==> config.mk <==
export PLATFORM = sky130hd
export DESIGN_NAME = window_fetch_ctrl
export DESIGN_NICKNAME = d
export VERILOG_FILES = /design/src/rtl/window_fetch_ctrl.sv
export SDC_FILE = /design/constraint.sdc
export NUM_CORES = 1
export LEC_CHECK = 0
export ABC_AREA = 1
export BUFFER_PORTS_ARGS = -buffer_cell sky130_fd_sc_hd__buf_2
export CAP_MARGIN = 25
export CORE_MARGIN = 3
export CORE_UTILIZATION = 30
export CTS_CLUSTER_DIAMETER = 30
export DETAILED_ROUTE_END_ITERATION = 12
export PLACE_DENSITY = 0.58
export SYNTH_ARGS = -nofsm -noshare
export SYNTH_HDL_FRONTEND = slang
export SYNTH_SLANG_ARGS = --single-unit
==> constraint.sdc <==
create_clock -name clk -period 7.9 [get_ports clk]
set_clock_uncertainty 0.05 [all_clocks]
set_input_delay 1.975 -clock clk [delete_from_list [all_inputs] [get_ports clk]]
set_output_delay 1.975 -clock clk [all_outputs]
set_load 0.01 [all_outputs]
==> src/rtl/window_fetch_ctrl.sv <==
`default_nettype none
// ============================================================================
// Module   : window_fetch_ctrl
// Function : serpentine 3x3 window walker that fills and shifts windowBuffer
// Revision : 1.0
// ============================================================================
module window_fetch_ctrl #(
    parameter int IMG_W  = 8,
    parameter int IMG_H  = 8,
    parameter int ADDR_W = 16
) (
    input  logic              clk,
    input  logic              n_rst,
    input  logic              start,
    output logic [ADDR_W-1:0] mem_addr,
    output logic              mem_read_en,
    input  logic [7:0]        mem_data,
    input  logic              mem_valid,
    output logic              start_read,
    output logic [7:0]        data_r,
    output logic [3:0]        count,
    input  logic              read_done,
    output logic              start_shift,
    output logic [1:0]        shift_direc,
    input  logic              shift_done,
    output logic              window_valid,
    input  logic              sobel_ready,
    output logic [7:0]        win_row,
    output logic [7:0]        win_col,
    output logic              busy,
    output logic              frame_done
);

    generate
        if (IMG_W < 3 || IMG_H < 3 || IMG_W > 258 || IMG_H > 258 ||
            (longint'(IMG_W) * longint'(IMG_H)) > (longint'(1) << ADDR_W)) begin : g_param_check
            $error("window_fetch_ctrl: illegal IMG_W/IMG_H/ADDR_W combination");
        end
    endgenerate

    typedef enum logic [3:0] {
        IDLE       = 4'd0,
        FETCH_REQ  = 4'd1,
        FETCH_WAIT = 4'd2,
        WB_WRITE   = 4'd3,
        WB_WAIT    = 4'd4,
        PRESENT    = 4'd5,
        SHIFT      = 4'd6,
        SHIFT_WAIT = 4'd7,
        DONE       = 4'd8
    } state_t;

    // The fill mode reuses the shift direction code; 00 means a full 9-slot fill.
    localparam logic [1:0] DIR_FILL  = 2'b00;
    localparam logic [1:0] DIR_RIGHT = 2'b01;
    localparam logic [1:0] DIR_DOWN  = 2'b10;
    localparam logic [1:0] DIR_LEFT  = 2'b11;

    localparam logic [7:0] LAST_COL = 8'(IMG_W - 3);
    localparam logic [7:0] LAST_ROW = 8'(IMG_H - 3);
    localparam logic [7:0] END_COL  = (((IMG_H - 3) % 2) == 0) ? LAST_COL : 8'd0;

    state_t            state, state_nxt;
    logic [1:0]        mode, mode_nxt;
    logic [3:0]        idx, idx_nxt;
    logic [7:0]        row_nxt, col_nxt;
    logic [7:0]        data_nxt;
    logic [3:0]        count_nxt;
    logic [1:0]        direc_nxt;
    logic [ADDR_W-1:0] addr_nxt;
    logic [ADDR_W-1:0] pix_row, pix_col;
    logic [3:0]        cur_slot, nxt_slot;
    logic              last_slot, last_window;

    // Bottom row is always fetched first so windowBuffer sees new rows in order.
    function automatic logic [3:0] slot_of(input logic [1:0] m, input logic [3:0] i);
        logic [3:0] s;
        s = 4'd0;
        case (m)
            DIR_FILL: begin
                case (i)
                    4'd0:    s = 4'd6;
                    4'd1:    s = 4'd7;
                    4'd2:    s = 4'd8;
                    4'd3:    s = 4'd3;
                    4'd4:    s = 4'd4;
                    4'd5:    s = 4'd5;
                    4'd6:    s = 4'd0;
                    4'd7:    s = 4'd1;
                    default: s = 4'd2;
                endcase
            end
            DIR_RIGHT: s = (i == 4'd0) ? 4'd8 : (i == 4'd1) ? 4'd5 : 4'd2;
            DIR_LEFT:  s = (i == 4'd0) ? 4'd6 : (i == 4'd1) ? 4'd3 : 4'd0;
            default:   s = (i == 4'd0) ? 4'd6 : (i == 4'd1) ? 4'd7 : 4'd8;
        endcase
        return s;
    endfunction

    always_comb begin
        cur_slot    = slot_of(mode, idx);
        last_slot   = (mode == DIR_FILL) ? (idx == 4'd8) : (idx == 4'd2);
        last_window = (win_row == LAST_ROW) && (win_col == END_COL);
        state_nxt   = state;
        mode_nxt    = mode;
        idx_nxt     = idx;
        row_nxt     = win_row;
        col_nxt     = win_col;
        data_nxt    = data_r;
        count_nxt   = count;
        direc_nxt   = shift_direc;
        addr_nxt    = mem_addr;

        case (state)
            IDLE: begin
                if (start) begin
                    state_nxt = FETCH_REQ;
                    mode_nxt  = DIR_FILL;
                    idx_nxt   = 4'd0;
                    row_nxt   = 8'd0;
                    col_nxt   = 8'd0;
                end
            end
            FETCH_REQ: state_nxt = FETCH_WAIT;
            FETCH_WAIT: begin
                if (mem_valid) begin
                    state_nxt = WB_WRITE;
                    data_nxt  = mem_data;
                    count_nxt = cur_slot;
                end
            end
            WB_WRITE: state_nxt = WB_WAIT;
            WB_WAIT: begin
                if (read_done) begin
                    if (last_slot) begin
                        state_nxt = PRESENT;
                    end else begin
                        state_nxt = FETCH_REQ;
                        idx_nxt   = idx + 4'd1;
                    end
                end
            end
            PRESENT: begin
                if (sobel_ready) begin
                    if (last_window) begin
                        state_nxt = DONE;
                    end else begin
                        state_nxt = SHIFT;
                        idx_nxt   = 4'd0;
                        if (!win_row[0] && (win_col < LAST_COL)) begin
                            direc_nxt = DIR_RIGHT;
                            col_nxt   = win_col + 8'd1;
                        end else if (win_row[0] && (win_col != 8'd0)) begin
                            direc_nxt = DIR_LEFT;
                            col_nxt   = win_col - 8'd1;
                        end else begin
                            direc_nxt = DIR_DOWN;
                            row_nxt   = win_row + 8'd1;
                        end
                        mode_nxt = direc_nxt;
                    end
                end
            end
            SHIFT: state_nxt = SHIFT_WAIT;
            SHIFT_WAIT: begin
                if (shift_done) state_nxt = FETCH_REQ;
            end
            DONE:    state_nxt = IDLE;
            default: state_nxt = IDLE;
        endcase

        nxt_slot = slot_of(mode_nxt, idx_nxt);
        pix_row  = ADDR_W'(row_nxt) + ADDR_W'(nxt_slot / 4'd3);
        pix_col  = ADDR_W'(col_nxt) + ADDR_W'(nxt_slot % 4'd3);
        if (state_nxt == FETCH_REQ) addr_nxt = pix_row * ADDR_W'(IMG_W) + pix_col;
    end

    always_ff @(posedge clk or negedge n_rst) begin
        if (!n_rst) begin
            state        <= IDLE;
            mode         <= DIR_FILL;
            idx          <= 4'd0;
            win_row      <= 8'd0;
            win_col      <= 8'd0;
            data_r       <= 8'd0;
            count        <= 4'd0;
            shift_direc  <= 2'b00;
            mem_addr     <= '0;
            mem_read_en  <= 1'b0;
            start_read   <= 1'b0;
            start_shift  <= 1'b0;
            window_valid <= 1'b0;
            busy         <= 1'b0;
            frame_done   <= 1'b0;
        end else begin
            state        <= state_nxt;
            mode         <= mode_nxt;
            idx          <= idx_nxt;
            win_row      <= row_nxt;
            win_col      <= col_nxt;
            data_r       <= data_nxt;
            count        <= count_nxt;
            shift_direc  <= direc_nxt;
            mem_addr     <= addr_nxt;
            mem_read_en  <= (state_nxt == FETCH_REQ);
            start_read   <= (state_nxt == WB_WRITE);
            start_shift  <= (state_nxt == SHIFT);
            window_valid <= (state_nxt == PRESENT);
            frame_done   <= (state_nxt == DONE);
            busy         <= (state_nxt != IDLE) && (state_nxt != DONE);
        end
    end

endmodule
`default_nettype wire

==> results of run 1 <==
-- routing by layer --
metal	global-route usage (%)	vias up	wire length [um]
li1	-	2190	-
met1	18.59	1900	5691
met5	0	-	0
met2	20.43	60	5063
met3	2.527	4	365
met4	4.376	0	72
-- worst max path at each step --
stage	start	to	slack [ns]	cells after the start
finish	read_done	mem_addr[15]$_DFFE_PN0P_	0.52	47
global route	read_done	mem_addr[15]$_DFFE_PN0P_	-0.02	47
CTS	start	mem_addr[14]$_DFFE_PN0P_	0.29	44
detailed placement	start	mem_addr[15]$_DFFE_PN0P_	-0.03	47
global placement	start	mem_addr[14]$_DFFE_PN0P_	0.01	44
floorplan	start	mem_addr[15]$_DFFE_PN0P_	0.30	46
-- cell type report --
cell class / count / area [um2]
Fill cell: 1653 / 9548
Tap cell: 211 / 264.0
Multi-Input combinational cell: 453 / 2769
Sequential cell: 62 / 1551
Clock buffer: 12 / 246.5
Inverter: 108 / 407.9
Clock inverter: 4 / 70.07
Timing Repair Buffer: 83 / 457.9
-- through the flow --
step	util (%)	instance area [um2]	hold slack, ns
5_1_grt	37.66	5767	0.4531
4_1_cts	37.38	5724	0.4289
2_1_floorplan	-	4720	0.4654
3_5_place_dp	35.31	5408	0.4109
6_report	37.66	5767	0.4238
3_3_place_gp	35.31	5408	0.4090
-- cells in the final DEF, fill, tap and decap left out, types with 3 or more instances in the layout --
cell	n
nand4_1	5
nand3_2	7
clkbuf_16	9
nand2_2	20
dfrtp_1	62
buf_2	66
ha_2	3
a21oi_1	23
nor2_1	57
nand3_1	34
nor4_1	3
xor2_1	13
nor2_2	5
nor2_4	6
fa_1	6
nor3_1	5
o21ai_1	5
a21oi_2	6
nand2_1	136
ha_1	33
xnor2_1	5
inv_1	95
inv_2	12
o31ai_1	3
buf_4	17
nand2_4	8
o21ai_0	38
-- flip-flops by register name (all words and copies together), names as in the netlist, 2 cells and up --
register	count
idx	4
win_col	8
shift_direc	2
mem_addr	16
mode	2
count	4
state	4
win_row	8
data_r	8
-- logic make-up (layout without fill, tap and decap cells) --
family,after synthesis,in the layout
fa+ha+maj,43,43
simple gates,293,293
other cells,1,1
flops,62,62
compound gates,98,98
xor+xnor,18,18
buf+inv,115,207
-- worst max-delay path: cells and delay by family --
kind,cells,cell delay [ns]
AOI/OAI and AO/OA,8,0.95
adders and majority gates,7,2.13
xor gates and xnor gates,1,0.15
and+or+nand+nor,21,1.73
buffers and inverters,10,0.62
-- timing repair --
action	CTS	global route
endpoints found under the setup margin	0	4
resized for setup	0	17
endpoints found under the hold margin	0	0
==> run summary, run 1 <==
Status: finished clean
Tightest Pin Transition: 0.8154 ns
Synth Area per Inst: 7.491 um2
Most frequent cells after synthesis: nand2_1 (136), inv_1 (95), dfrtp_1 (62)
Final RePlAce weighted congestion: 0.8063
Setup TNS: 0 ns
Drt wl/cell: 12.00 um
Endpoint, Worst Hold: data_r[7]$_DFFE_PN0P_
Most frequent cell after synthesis: nand2_1
Synth Area in Simple Gates: 30.06%
DR vias/cell: 4.452
R2R setup slack: 1.27 ns
Core area: 0.01531 mm2
Initial Utilization: 30.82%
Grt total ovfl: 0
PortBufs: 66
Fin. max-slew vios: 0
TritonCTS Buffers: 9
Setup bufs post-CTS: 0
Final setup fails: 0
Synthesized flop and latch total: 62
First-pass GRT wire length: 18900 um
R2R Path End: mem_addr[15]$_DFFE_PN0P_
Tcrit/Tclk final: 93.39%
Pre-antenna DRT Iters: 5
Final Instance Count excl. Fillers: 933
Global Route Usage Sum: 13.21%
Hold Startpoint: data_r[7]$_DFFE_PN0P_
Antenna violations before repair: 0
# diodes: 0
Fraction of registers with async set/reset: 100.0%
WHS Path Cells: 2
Syn. warnings: 0
Worst r2r src: win_col[0]$_DFF_PN0_
Vias: 4154
Worst Path Max Fanout: 6
CP Capture Type: flip-flop
Final ANT Viol Nets: 0
Worst Path Required: 8.07 ns
Top post-synthesis cells by area: dfrtp_1 (33%), nand2_1 (11%), ha_1 (9.5%)
Critical Path AT: 7.55 ns
Syn_nets: 688
Placed insts: 917
Post-synth top flop: dfrtp_1
Slowest CP cell: fa_2
Die area: 0.01727 mm2
Synth Area in Compound Gates: 11.77%
Fin nets: 775
Worst-Skew Late Latency: 0.34 ns
Final Hold Viols: 0
Largest net degree at the start of global routing: 63
Place WS: -0.03366 ns
Final worst slack: 0.5218 ns
Sink Count: 62
CTS tree: built
Iteration-0 DRC Markers: 176
Post-synth EDFFs: 0
Mapped cell area: 0.004720 mm2
Final Critical Period: 7.378 ns
Xor and xnor area share after synthesis: 3.340%
Max Cap Viol: 0
DRC: 0
CP Class: in -> reg
R2R depth: 48
Post-DP HPWL: 8640 um
Hold Crit Class: reg -> reg
Synth unique cells: 49
CTS H-tree depth: 3
Max-slew headroom: 45.64%
# IOs: 67
Post-Synth Adder-Cell Area: 12.51%
Root Driver: clkbuf_16
Vias in the first global route: 3893
Area delta synth->final: 22.19%
Width of the die: 131.4 um
Biggest cell delay along the critical path: 0.52 ns
Largest area contributor in the netlist: dfrtp_1
Synth Instances: 630
Die H: 131.4 um
Cell mode on critical path: inv_1
Cts hold-fix bufs: 0
Maximum clock frequency: 135.5 MHz
Sequential-to-total area share from yosys stat: 32.87%
Layout cell share with drive strength beyond 1: 23.68%
Clk buf depth: 2
Std cell rows: 45
Mux contribution to synthesized area: 0%
Synth top area share: 32.87%
Largest family of logic cells by synthesized area: simple AND/OR/NAND/NOR gates
CP startpoint kind: primary input
Routed WL: 11190 um
Worst-path clk slew: 0.05 ns
Power of run 1 is left out: the tool's default activity adds up to more than one toggle a clock period on the data nets, which glitch-free logic cannot reach.
==> inputs of run 2 (changes only) <==
--- a/config.mk
+++ b/config.mk
@@ -8,11 +8,12 @@
 export ABC_AREA = 1
 export BUFFER_PORTS_ARGS = -buffer_cell sky130_fd_sc_hd__buf_2
 export CAP_MARGIN = 25
-export CORE_MARGIN = 3
-export CORE_UTILIZATION = 30
+export CORE_MARGIN = 10
+export CORE_UTILIZATION = 50
 export CTS_CLUSTER_DIAMETER = 30
 export DETAILED_ROUTE_END_ITERATION = 12
-export PLACE_DENSITY = 0.58
+export PLACE_DENSITY = 0.82
+export REMOVE_ABC_BUFFERS = 1
 export SYNTH_ARGS = -nofsm -noshare
 export SYNTH_HDL_FRONTEND = slang
 export SYNTH_SLANG_ARGS = --single-unit
==> run 2 against run 1 <==
Global-route usage rose by 4.8 points. Critical path depth did not move. Non-clock buffer count rose by 2. Register-to-register slack got worse by 0.18 ns. Sequential share of layout area rose by 0.44 points. Core utilization rose by 24 points. Via count rose by 9.9%. Worst setup slack got worse by 0.29 ns. Cell count fell by 11%. Hold slack improved by 0.00075 ns. Critical path type unchanged. Highest routed layer unchanged.
==> run summary, run 2 (synthesized netlist as in run 1, its figures left out) <==
DRC: 0 (unchanged)
Setup TNS: 0 ns (unchanged)
Register area: 0.001551 mm2 (unchanged)
Fin. max-slew vios: 0 (unchanged)
Biggest register: mem_addr
Maximum clock frequency: 130.5 MHz (-3.7%)
CP Capture Type: flip-flop
CTS tree: built
Worst-Skew Late Latency: 0.35 ns (about the same)
Initial Utilization: 51.32% (+21 points)
First-pass GRT wire length: 20040 um (+6.1%)
Clk buf depth: 2 (unchanged)
Die H: 117.2 um (-11%)
Final ANT Viol Nets: 0 (unchanged)
Max-slew headroom: 47.78% (+2.1 points)
CTS H-tree depth: 3 (unchanged)
Width of the die: 117.2 um (-11%)
Cts hold-fix bufs: 0 (unchanged)
# IOs: 67 (unchanged)
Most frequent cells in the layout: nand2_1 (134), inv_1 (94), buf_2 (66), dfrtp_1 (62), nor2_1 (54)
Critical Path AT: 7.85 ns (+0.30 ns)
Routed WL: 12520 um (+12%)
Drt wl/cell: 15.01 um (+25%)
Worst Path Max Fanout: 6 (unchanged)
Root Driver: clkbuf_8
Multi-input logic area: 0.002895 mm2 (+4.6%)
Core area: 0.009196 mm2 (-40%)
Pre-antenna DRT Iters: 5 (unchanged)
TritonCTS Buffers: 9 (unchanged)
Worst-path clk slew: 0.07 ns (+0.02 ns)
Layout cell share with drive strength beyond 1: 26.28% (+2.6 points)
Commonest non-fill, non-tap cell in the layout: nand2_1
Vias in the first global route: 4454 (+14%)
Sink Count: 62 (unchanged)
Hold Crit Class: reg -> reg
Grt total ovfl: 0 (unchanged)
Antenna violations before repair: 0 (unchanged)
Final Cell Area: 0.005674 mm2 (-1.6%)
CP startpoint kind: primary input
Final core occ: 61.70% (+24 points)
DR vias/cell: 5.475 (+23%)
Biggest cell delay along the critical path: 0.51 ns (about the same)
Post-DP HPWL: 9263 um (+7.2%)
Final Critical Period: 7.664 ns (+0.2862 ns)
Max FFs per register: 16 (unchanged)
Status: finished clean
Final setup fails: 0 (unchanged)
Max Cap Viol: 0 (unchanged)
Final RePlAce weighted congestion: 0.9900 (+23%)
CP Class: in -> reg
Area delta synth->final: 20.23%
Worst Path Required: 8.08 ns (about the same)
PortBufs: 66 (unchanged)
Tightest Pin Transition: 0.7815 ns (-0.03394 ns)
Tcrit/Tclk final: 97.02% (+3.6 points)
Final Hold Viols: 0 (unchanged)
Iteration-0 DRC Markers: 382 (+120%)
Fill cell count: 761 (-54%)
# diodes: 0 (unchanged)
Std cell rows: 35 (-22%)
Global Route Usage Sum: 18.04% (+4.8 points)
Placed Area: 0.005245 mm2 (-3.0%)
Die area: 0.01373 mm2 (-21%)
Vias: 4566 (+9.9%)
Largest net degree at the start of global routing: 63 (unchanged)
Slowest CP cell: fa_2
Fin nets: 777 (+0.26%)
==> run 2: worst max-delay path: cells and delay by family <==
family / cells / cell delay (ns)
compound gates: 9 / 1.19
fa+ha+maj: 7 / 1.99
simple gates: 21 / 2.03
buf+inv: 10 / 0.62
==> run 2: final timing paths <==
path | slack (ns) | start | depth (start not counted) | to
max | 0.24 | start | 47 | mem_addr[15]$_DFFE_PN0P_
min | 0.42 | data_r[1]$_DFFE_PN0P_ | 2 | data_r[1]$_DFFE_PN0P_
max reg2reg | 1.09 | state[1]$_DFF_PN0_ | 49 | mem_addr[15]$_DFFE_PN0P_
min reg2reg | 0.42 | data_r[1]$_DFFE_PN0P_ | 2 | data_r[1]$_DFFE_PN0P_
max in group asynchronous | 5.54 | n_rst | 2 | win_row[0]$_DFF_PN0_
min in group asynchronous | 1.74 | n_rst | 2 | count[1]$_DFFE_PN0P_
==> run 2: per-stage QoR <==
step	worst slack [ns]	cells	hold WS, ns
6_report	0.2356	834	0.4245
5_1_grt	-0.1905	834	0.4467
4_1_cts	0.01948	827	0.4294
3_5_place_dp	-0.2235	812	0.4106
3_3_place_gp	0.07519	812	0.4053
2_1_floorplan	0.2331	623	0.4654
==> run 2: timing repair <==
item                       CTS  global route
setup endpoints to repair    1             5
buffers inserted             0             7
pin swaps                    0            13
resized for setup            1            42
==> run 2: metal layers <==
metal,global-route usage (%),vias up,wire [um]
met3,4.027,32,964
met4,8.979,0,432
met5,0,-,0
met1,20.80,2148,5109
met2,30.85,196,6008
li1,-,2190,-
==> run 2: cell type report <==
class | count | share of cell area (%)
Sequential cell | 62 | 27.34
Clock inverter | 3 | 0.7497
Inverter | 108 | 7.189
Tap cell | 111 | 2.448
Multi-Input combinational cell | 453 | 51.03
Timing Repair Buffer | 85 | 8.335
Clock buffer | 12 | 2.911
Power of run 2 is left out for the same reason.
